<file path="config.mk">
export PLATFORM = sky130hd
export DESIGN_NAME = mem_arb
export DESIGN_NICKNAME = d
export VERILOG_FILES = /design/src/rtl/mem_arb.sv
export SDC_FILE = /design/constraint.sdc
export NUM_CORES = 1
export LEC_CHECK = 0
export CAP_MARGIN = 10
export CELL_PAD_IN_SITES_DETAIL_PLACEMENT = 2
export CELL_PAD_IN_SITES_GLOBAL_PLACEMENT = 2
export CORE_ASPECT_RATIO = 0.9
export CORE_UTILIZATION = 22
export DETAILED_ROUTE_END_ITERATION = 12
export PLACE_DENSITY_LB_ADDON = 0.12
export SLEW_MARGIN = 20
export SYNTH_ARGS = -nofsm -noshare
export SYNTH_HDL_FRONTEND = slang
export SYNTH_SLANG_ARGS = --single-unit
</file>
<file path="constraint.sdc">
create_clock -name clk -period 2.2 [get_ports clk]
set_input_delay 0.44 -clock clk [delete_from_list [all_inputs] [get_ports clk]]
set_output_delay 0.44 -clock clk [all_outputs]
set_load 0.005 [all_outputs]
</file>
<file path="src/rtl/mem_arb.sv">
// Two-requester (fetch/data) arbiter onto one registered memory port. One transaction in flight; grant->rsp pulse is 3 cycles minimum.
// Backpressure: requester ready only in IDLE for the granted side; m_* payload held until m_req_ready_i; fetch flush drops its response.
module mem_arb #(
  parameter int XLEN = 32
) (
  input  logic              clk,
  input  logic              rst,
  input  logic              i_req_valid_i,
  output logic              i_req_ready_o,
  input  logic [XLEN-1:0]   i_addr_i,
  input  logic              i_flush_i,
  output logic              i_rsp_valid_o,
  output logic [XLEN-1:0]   i_rsp_data_o,
  input  logic              d_req_valid_i,
  output logic              d_req_ready_o,
  input  logic [XLEN-1:0]   d_addr_i,
  input  logic [XLEN-1:0]   d_wdata_i,
  input  logic              d_we_i,
  input  logic [XLEN/8-1:0] d_wstrb_i,
  output logic              d_rsp_valid_o,
  output logic [XLEN-1:0]   d_rsp_data_o,
  output logic              m_req_valid_o,
  input  logic              m_req_ready_i,
  output logic [XLEN-1:0]   m_addr_o,
  output logic [XLEN-1:0]   m_wdata_o,
  output logic              m_we_o,
  output logic [XLEN/8-1:0] m_wstrb_o,
  input  logic              m_rsp_valid_i,
  input  logic [XLEN-1:0]   m_rsp_data_i
);

  localparam int SW = XLEN / 8;

  typedef enum logic [1:0] {IDLE, REQ, WAIT} state_t;
  typedef enum logic {OWN_I, OWN_D} owner_t;

  typedef struct packed {
    logic [XLEN-1:0] addr;
    logic [XLEN-1:0] wdata;
    logic            we;
    logic [SW-1:0]   wstrb;
  } mreq_t;

  state_t          state_q, state_d;
  owner_t          owner_q, owner_d;
  owner_t          last_q, last_d;
  logic            discard_q, discard_d;
  logic            m_vld_q, m_vld_d;
  mreq_t           m_req_q, m_req_d;
  logic            i_rsp_vld_q, i_rsp_vld_d;
  logic [XLEN-1:0] i_rsp_dat_q, i_rsp_dat_d;
  logic            d_rsp_vld_q, d_rsp_vld_d;
  logic [XLEN-1:0] d_rsp_dat_q, d_rsp_dat_d;
  logic            grant_i, grant_d;
  logic            fetch_flush;

  assign fetch_flush = i_flush_i && (owner_q == OWN_I);

  always_comb begin
    state_d     = state_q;
    owner_d     = owner_q;
    last_d      = last_q;
    discard_d   = discard_q;
    m_vld_d     = m_vld_q;
    m_req_d     = m_req_q;
    i_rsp_vld_d = 1'b0;
    i_rsp_dat_d = i_rsp_dat_q;
    d_rsp_vld_d = 1'b0;
    d_rsp_dat_d = d_rsp_dat_q;
    grant_i     = 1'b0;
    grant_d     = 1'b0;
    case (state_q)
      IDLE: begin
        // On a tie the side that lost last time wins.
        grant_d   = d_req_valid_i && (!i_req_valid_i || (last_q == OWN_I));
        grant_i   = i_req_valid_i && !grant_d;
        discard_d = 1'b0;
        if (grant_d) begin
          m_req_d = '{addr: d_addr_i, wdata: d_wdata_i, we: d_we_i, wstrb: d_wstrb_i};
          owner_d = OWN_D;
          last_d  = OWN_D;
          m_vld_d = 1'b1;
          state_d = REQ;
        end else if (grant_i) begin
          m_req_d = '{addr: i_addr_i, wdata: '0, we: 1'b0, wstrb: '0};
          owner_d = OWN_I;
          last_d  = OWN_I;
          m_vld_d = 1'b1;
          state_d = REQ;
        end
      end
      REQ: begin
        if (fetch_flush) discard_d = 1'b1;
        if (m_req_ready_i) begin
          m_vld_d = 1'b0;
          state_d = WAIT;
        end
      end
      WAIT: begin
        if (m_rsp_valid_i) begin
          state_d   = IDLE;
          discard_d = 1'b0;
          if (owner_q == OWN_D) begin
            d_rsp_vld_d = 1'b1;
            d_rsp_dat_d = m_rsp_data_i;
          end else if (!discard_q && !i_flush_i) begin
            i_rsp_vld_d = 1'b1;
            i_rsp_dat_d = m_rsp_data_i;
          end
        end else if (fetch_flush) begin
          discard_d = 1'b1;
        end
      end
      default: state_d = IDLE;
    endcase
  end

  always_ff @(posedge clk) begin
    if (rst) begin
      state_q     <= IDLE;
      owner_q     <= OWN_I;
      last_q      <= OWN_I;
      discard_q   <= 1'b0;
      m_vld_q     <= 1'b0;
      m_req_q     <= '0;
      i_rsp_vld_q <= 1'b0;
      i_rsp_dat_q <= '0;
      d_rsp_vld_q <= 1'b0;
      d_rsp_dat_q <= '0;
    end else begin
      state_q     <= state_d;
      owner_q     <= owner_d;
      last_q      <= last_d;
      discard_q   <= discard_d;
      m_vld_q     <= m_vld_d;
      m_req_q     <= m_req_d;
      i_rsp_vld_q <= i_rsp_vld_d;
      i_rsp_dat_q <= i_rsp_dat_d;
      d_rsp_vld_q <= d_rsp_vld_d;
      d_rsp_dat_q <= d_rsp_dat_d;
    end
  end

  assign i_req_ready_o = grant_i;
  assign d_req_ready_o = grant_d;
  assign m_req_valid_o = m_vld_q;
  assign m_addr_o      = m_req_q.addr;
  assign m_wdata_o     = m_req_q.wdata;
  assign m_we_o        = m_req_q.we;
  assign m_wstrb_o     = m_req_q.wstrb;
  assign i_rsp_valid_o = i_rsp_vld_q;
  assign i_rsp_data_o  = i_rsp_dat_q;
  assign d_rsp_valid_o = d_rsp_vld_q;
  assign d_rsp_data_o  = d_rsp_dat_q;

endmodule

</file>
---- Word level (Yosys, flattened, before mapping) ----
Index checks and enable logic that the tools add are counted.
cells by class
  mux-type cells .......................... 20
  bitwise gates (word level) .............. 3
  equal/unequal tests ..................... 5
  reduce and logical (&&, ||, !) cells .... 20
operators with widths
  kind                  count
  $mux W69              2
  $mux W1               11
  $reduce_and A3 Y1     3
  $mux W2               4
  $pmux W2 S3           1
  $logic_and A1 B1 Y1   4
  $logic_not A1 Y1      4
  $ne A2 B2 Y1 const B  2
  $reduce_and A4 Y1     1
  $reduce_bool A2 Y1    2
  $reduce_or A4 Y1      1
  $ne A3 B3 Y1 const B  1
  $not A1 Y1            3
  $pmux W1 S3           1
  $reduce_bool A3 Y1    1
  $reduce_or A3 Y1      1
  $eq A2 B1 Y1 const B  1
  $eq A2 B2 Y1 const B  1
  $logic_not A2 Y1      1
  $pmux W1 S2           1
  $reduce_and A2 Y1     1
  $logic_or A1 B1 Y1    1
word-level totals
  flip-flop bits (word level) ............. 140
  bits of input ports ..................... 140

---- Depth between registers and ports, before layout ----
Gate-level depths: netlist of the first run.
  word-level depth ........................ 8
  depth in mapped cells ................... 7
  depth with buffers taken out ............ 5

---- Worst setup path after synthesis of the first run ----
No wires, ideal clock.
  path kind ............................... input-to-output
  start ................................... input i_req_valid_i
  end ..................................... output d_req_ready_o
  setup slack ............................. 0.497 ns
  data required time ...................... 1.760 ns
  arrival ................................. 1.263 ns
  stages .................................. 4
  cells stage by stage .................... clkbuf_2 a21boi_2 clkbuf_1 and2_1
between the ends
  cells in the longest elaborated chain, start to end .. 4
RTL lines
  element              RTL line  source
  from (decl)          8         input logic i_req_valid_i,
  $logic_not A1 Y1     75        grant_d = d_req_valid_i && (!i_req_valid_i || (last_q == OWN_I));
  $logic_or A1 B1 Y1   75
  $logic_and A1 B1 Y1  75
  $mux W1              72        case (state_q)
  to (decl)            15        output logic d_req_ready_o,
Every way passes these cells.

---- Final worst setup path of the first run ----
  start ................................... input d_req_valid_i
  end ..................................... output d_req_ready_o
between the ends
  cells in the longest elaborated chain, start to end .. 2
RTL lines
  element              RTL line  source
  from (decl)          14        input logic d_req_valid_i,
  $logic_and A1 B1 Y1  75
  $mux W1              72
Every way passes these cells.

==> results of run 1 <==
-- kinds of logic (layout without fill, tap and decap cells) --
kind of cell | after synthesis | after routing | synth area share, %
AOI/OAI and AO/OA | 113 | 113 | 15.6
adders and majority gates | 5 | 5 | 1.15
buffers and inverters | 50 | 332 | 4.64
DFF | 140 | 140 | 51.5
muxes | 33 | 33 | 6.07
other | 0 | 1 | 0
and+or+nand+nor | 247 | 247 | 21.1
-- per-layer routing --
metal | track usage [%] | vias up | wire (um)
met5 | 0 | - | 0
met4 | 4.59 | 0 | 204
met3 | 5.67 | 17 | 1410
met2 | 30.2 | 161 | 10500
met1 | 17.5 | 2579 | 8360
li1 | - | 2533 | -
-- layout by cell type, fill, tap and decap left out, drive strengths merged, types with 2 or more instances in the layout --
| cell type | instances |
|---|---|
| a211oi | 2 |
| a21oi | 35 |
| a22o | 37 |
| a311oi | 32 |
| buf | 21 |
| clkbuf | 20 |
| clkdlybuf4s50 | 274 |
| clkinv | 2 |
| clkinvlp | 3 |
| dfxtp | 140 |
| dlygate4sd2 | 2 |
| ha | 5 |
| inv | 9 |
| mux2i | 33 |
| nand2 | 133 |
| nand2b | 66 |
| nor2 | 37 |
| nor2b | 3 |
| nor3b | 2 |
| o21ai | 2 |
-- flip-flops by register name, indices dropped and copies added, names as in the netlist --
name / count
d_rsp_data_o: 32
i_rsp_data_o: 32
m_addr_o: 32
m_wdata_o: 32
m_wstrb_o: 4
state_q: 2
d_rsp_valid_o: 1
discard_q: 1
i_rsp_valid_o: 1
last_q: 1
m_req_valid_o: 1
m_we_o: 1
-- layout make-up --
class | count | area, sq um
antenna | 1 | 2.50
clock buffer | 20 | 467
clock inverter | 12 | 125
fill | 2638 | 15100
inverter | 3 | 11.3
multi-input combinational | 398 | 2400
sequential | 140 | 2800
tap | 308 | 385
timing repair buffer | 297 | 2990
-- power breakdown --
| part | total (mW) | switching, mW | internal [mW] |
|---|---|---|---|
| sequential | 2.91 | 0.138 | 2.77 |
| clock | 2.90 | 1.22 | 1.68 |
| combinational | 1.58 | 0.672 | 0.910 |
-- worst max path at each step --
stage | endpoint | slack (ns) | depth (start not counted)
5_1_grt | d_req_ready_o | 0.07 | 4
6_report | d_req_ready_o | 0.15 | 4
3_3_place_gp | d_req_ready_o | -0.09 | 4
2_1_floorplan | d_req_ready_o | 0.50 | 4
4_1_cts | d_req_ready_o | 0.12 | 4
3_5_place_dp | d_req_ready_o | -0.16 | 4
-- through the flow --
step	utilization (%)	power [mW]	setup slack [ns]	instance area, sq um	hold WS, ns
finish	37.9	7.39	0.152	9190	0.456
global route	37.9	7.76	0.0665	9190	0.473
CTS	37.9	7.54	0.123	9190	0.460
floorplan	-	3.60	0.497	5450	0.453
global placement	35.4	4.50	-0.0857	8590	0.443
detailed placement	35.4	4.58	-0.162	8590	0.451
-- critical path: cells and delay by family --
| kind | cells | cell delay (ns) |
|---|---|---|
| AO/OA/AOI/OAI | 1 | 0.22 |
| AND/OR/NAND/NOR | 1 | 0.17 |
| buffers and inverters | 2 | 0.77 |
==> reports/metrics.cfg, run 1 <==
[yosys]
synth-edff-count=0
synthArstFlopShare_pct=0
post-synth-top-area-cell=dfxtp_1
synth.most_common_cell=dfxtp_1
synth.net_count=733
synth_cell_types=31
synth_area_leaders=dfxtp_1, nand2_1, nand2b_1, mux2i_1, a22o_1
postSynthCellCount=588
yosys-top-cells-count=dfxtp_1, nand2_1, nand2b_1, a22o_1, nor2_1
syn_area_sq_mm=0.00545
avgSynthCellArea_sq_um=9.26
yosysSeqAreaShare_pct=51.5
synth_seq_cells=140
synth_top_area_share_pct=51.5
ys_warn_count=0
ys.flop_type=dfxtp_1

[floorplanning]
fp.dieW_um=168
dieArea_sq_mm=0.0254
coreArea_sq_mm=0.0243
start_util_pct=22.4
dieHeight_um=151
fp-row-count=54
num_io_pins=278

[cts]
ctsResizeCount=4
clkTransAtPathRegs_ns=0.07
postCtsSetupBuffers=0
cts_buffers=17
h-tree-depth=4
clock-sinks=140
hold_buffers=0
clockRootBuffer=clkbuf_16
clk_latency_ns=0.42
clock_path_buffers=2
cts_tree=done

[power]
total_leakage_power_nw=3.32
p_per_area_mw_per_mm2=804
ir_worst_vdd_mv=0.388

[worst_hold_path]
hp-class=reg -> reg
hold_depth=2
worstHoldEndpoint=d_rsp_data_o[6]
min_from=d_rsp_data_o[6]

[sta]
final_hold_viol_count=0
fin_tns_setup_ns=0
setup_viol_count_final=0
fmax_mhz=488
min_period_over_period_pct=93.1
finClkSkew_ns=0.0140
max-slew-margin-rel_pct=71.0
final.min_clock_period_ns=2.05
rsz0062_at_grt=false
worst_pin_slew_ns=0.434
slew_violations=0

[global_routing]
antenna_found_initial=1
grt_pass1_vias=5852
overflow=0
grt_max_degree=82
grt_pass1_wl_um=31700
grtUsageTotal_pct=16.3

[drt]
drc_errors=0
via_per_inst=4.49
vias=5290
wl_um=20500
routedWlPerCell_um=17.4
ant_nets=0
initialDrtViolationCount=174
dr.pass1.iters=4

[critical_path]
worstSetupStartpointType=input pin
reg2reg_from=state_q[1]
path_class=in -> out
crit_fanout=4
cp-end-kind=output pin
critPathRequiredTime_ns=1.76
critPathArrivalTime_ns=1.61
reg2reg_setup_slack_ns=0.45
r2r.worst_path.cells=7
crit_slowest_cell=clkdlybuf4s50_1
timing.rr.end=m_addr_o[27]
cp-startpoint=d_req_valid_i
cpPeakStageDelay_ns=0.49
cp_cell_sequence=clkdlybuf4s50_1 > a21boi_4 > and2_1 > dlygate4sd2_1

[cells_and_area]
area_growth_pct=68.8
stdcell_count=1179
drive_gt1_share_pct=6.78
nets=1002

[run]
drv_cap=0

[outcome]
status=finished clean

[placement]
hpwl_um=15100
numPortBuffers=277
dp.cells=1146
place.gp.congestion=0.757

Note: power is estimated with default switching activity, not from simulation.
==> run 2, diff against run 1 <==
CORE_ASPECT_RATIO = unset   (was 0.9)
==> run 2 against run 1 <==
- final area increased by 0.15%
- first-iteration DRC count increased by 20%
- hold slack got worse by 0.095 ns
- critical endpoint unchanged
==> reports/metrics.cfg, run 2 (same netlist as run 1, synthesis figures left out) <==
[outcome]
status=finished clean

[power]
ir_worst_vdd_mv=0.390
pwr-share-comb_pct=21.8
seq_power_share_pct=39.5
power.share.clock_pct=38.7
total_leakage_power_nw=3.31
finalPower_mw=7.36
intPower_mw=5.37
p_per_area_mw_per_mm2=799
power.switching_mw=1.99
swShare_pct=27.1

[placement]
place.gp.congestion=0.791
hpwl_um=15100
placed_area_sq_mm=0.00861
numPortBuffers=277

[global_routing]
grtUsageTotal_pct=16.5
overflow=0
grt_pass1_wl_um=32600
grt_pass1_vias=5680
antenna_found_initial=0
grt_max_degree=66

[cells_and_area]
nets=997
final_common_cell=clkdlybuf4s50_1
utilization_pct=37.8
n_fill_cell=2658
diodes=0
stdcell_area_sq_mm=0.00920
area_growth_pct=69.0
drive_gt1_share_pct=6.36
layout_common_cells=clkdlybuf4s50_1, dfxtp_1, nand2_1, nand2b_1, a22o_1

[worst_hold_path]
min_from=rst
hp-class=in -> reg
hold_depth=2

[drt]
vias=5210
wl_um=21000
routedWlPerCell_um=17.6
drc_errors=0
via_per_inst=4.38
initialDrtViolationCount=209
dr.pass1.iters=4
ant_nets=0

[sta]
fmax_mhz=506
final.min_clock_period_ns=1.98
max-slew-margin-rel_pct=79.3
hold_ws_ns=0.361
setup_viol_count_final=0
min_period_over_period_pct=89.9
final_hold_viol_count=0
slew_violations=0
fin_tns_setup_ns=0
worst_pin_slew_ns=0.307
finClkSkew_ns=0.0133
rsz0062_at_grt=false

[cts]
cts_tree=done
h-tree-depth=4
hold_buffers=0
clk_latency_ns=0.42
clkTransAtPathRegs_ns=0.06
clock-sinks=140
clockRootBuffer=clkbuf_16
cts_buffers=17
clock_path_buffers=2

[critical_path]
critPathRequiredTime_ns=1.76
crit_fanout=4
path_class=in -> out
cp-startpoint=d_req_valid_i
critPathArrivalTime_ns=1.54
reg2reg_from=state_q[0]
r2r.worst_path.cells=7
cp-end-kind=output pin
worstSetupStartpointType=input pin

[floorplanning]
dieHeight_um=159
coreArea_sq_mm=0.0243
start_util_pct=22.4
num_io_pins=278
fp.dieW_um=159
fp-row-count=57
dieArea_sq_mm=0.0254

[run]
drv_cap=0

==> run 2: changes by cell type in the layout (fill, tap and decap cells not counted), moves of 3 or more <==
cell	previous run	this run
buf_12	6	9
clkinv_2	0	3
clkbuf_8	3	0
buf_4	15	7
==> run 2: power groups by stage <==
stage | Sequential (mW) | Clock, mW | Combinational (mW)
final | 2.91 | 2.85 | 1.60
after detailed placement | 2.96 | 0 | 1.62
after floorplan | 2.96 | 0 | 0.637
after global routing | 2.93 | 3.09 | 1.73
after CTS | 2.91 | 2.98 | 1.64
after global placement | 2.94 | 0 | 1.56
==> run 2: per-layer routing <==
layer | GRT usage (%) | vias to the layer above | part of all wire, % | wire (um)
li1 | - | 2525 | - | -
met1 | 18.1 | 2507 | 41 | 8490
met2 | 30.2 | 160 | 52 | 10900
met3 | 5.08 | 18 | 6.0 | 1260
met4 | 5.46 | 0 | 1.7 | 346
met5 | 0 | - | 0 | 0
==> run 2: path summary, 6_finish.rpt <==
path / slack (ns) / to
worst max register to register: 0.54 / m_addr_o[26]
worst min-delay path: 0.36 / m_addr_o[6]
worst max-delay path: 0.22 / d_req_ready_o
worst min register to register: 0.46 / d_rsp_data_o[29]
==> run 2: through the flow <==
stage	setup WS (ns)	std cells
after floorplan	0.497	588
after global placement	-0.0157	1157
after detailed placement	-0.0603	1157
after CTS	0.0168	1189
after global routing	0.167	1189
final	0.223	1189
==> run 2: layout make-up <==
class / count / area [sq um] / area share [%]
Clock inverter: 13 / 140 / 1.52
Inverter: 3 / 11.3 / 0.122
Clock buffer: 19 / 433 / 4.70
Tap cell: 324 / 405 / 4.40
Sequential cell: 140 / 2800 / 30.5
Timing Repair Buffer: 292 / 3000 / 32.6
Multi-Input combinational cell: 398 / 2410 / 26.2
==> run 2: critical path, stage by stage <==
cell             delay, ns
clkdlybuf4s50_1       0.49
a21boi_4              0.21
and2_1                0.15
dlygate4sd2_1         0.24
==> run 2: what timing repair did <==
item,CTS,global route
setup buffers,0,0
gates resized for setup,7,1
pin swaps,0,0
setup endpoints to repair,2,1
hold endpoints to repair,0,0
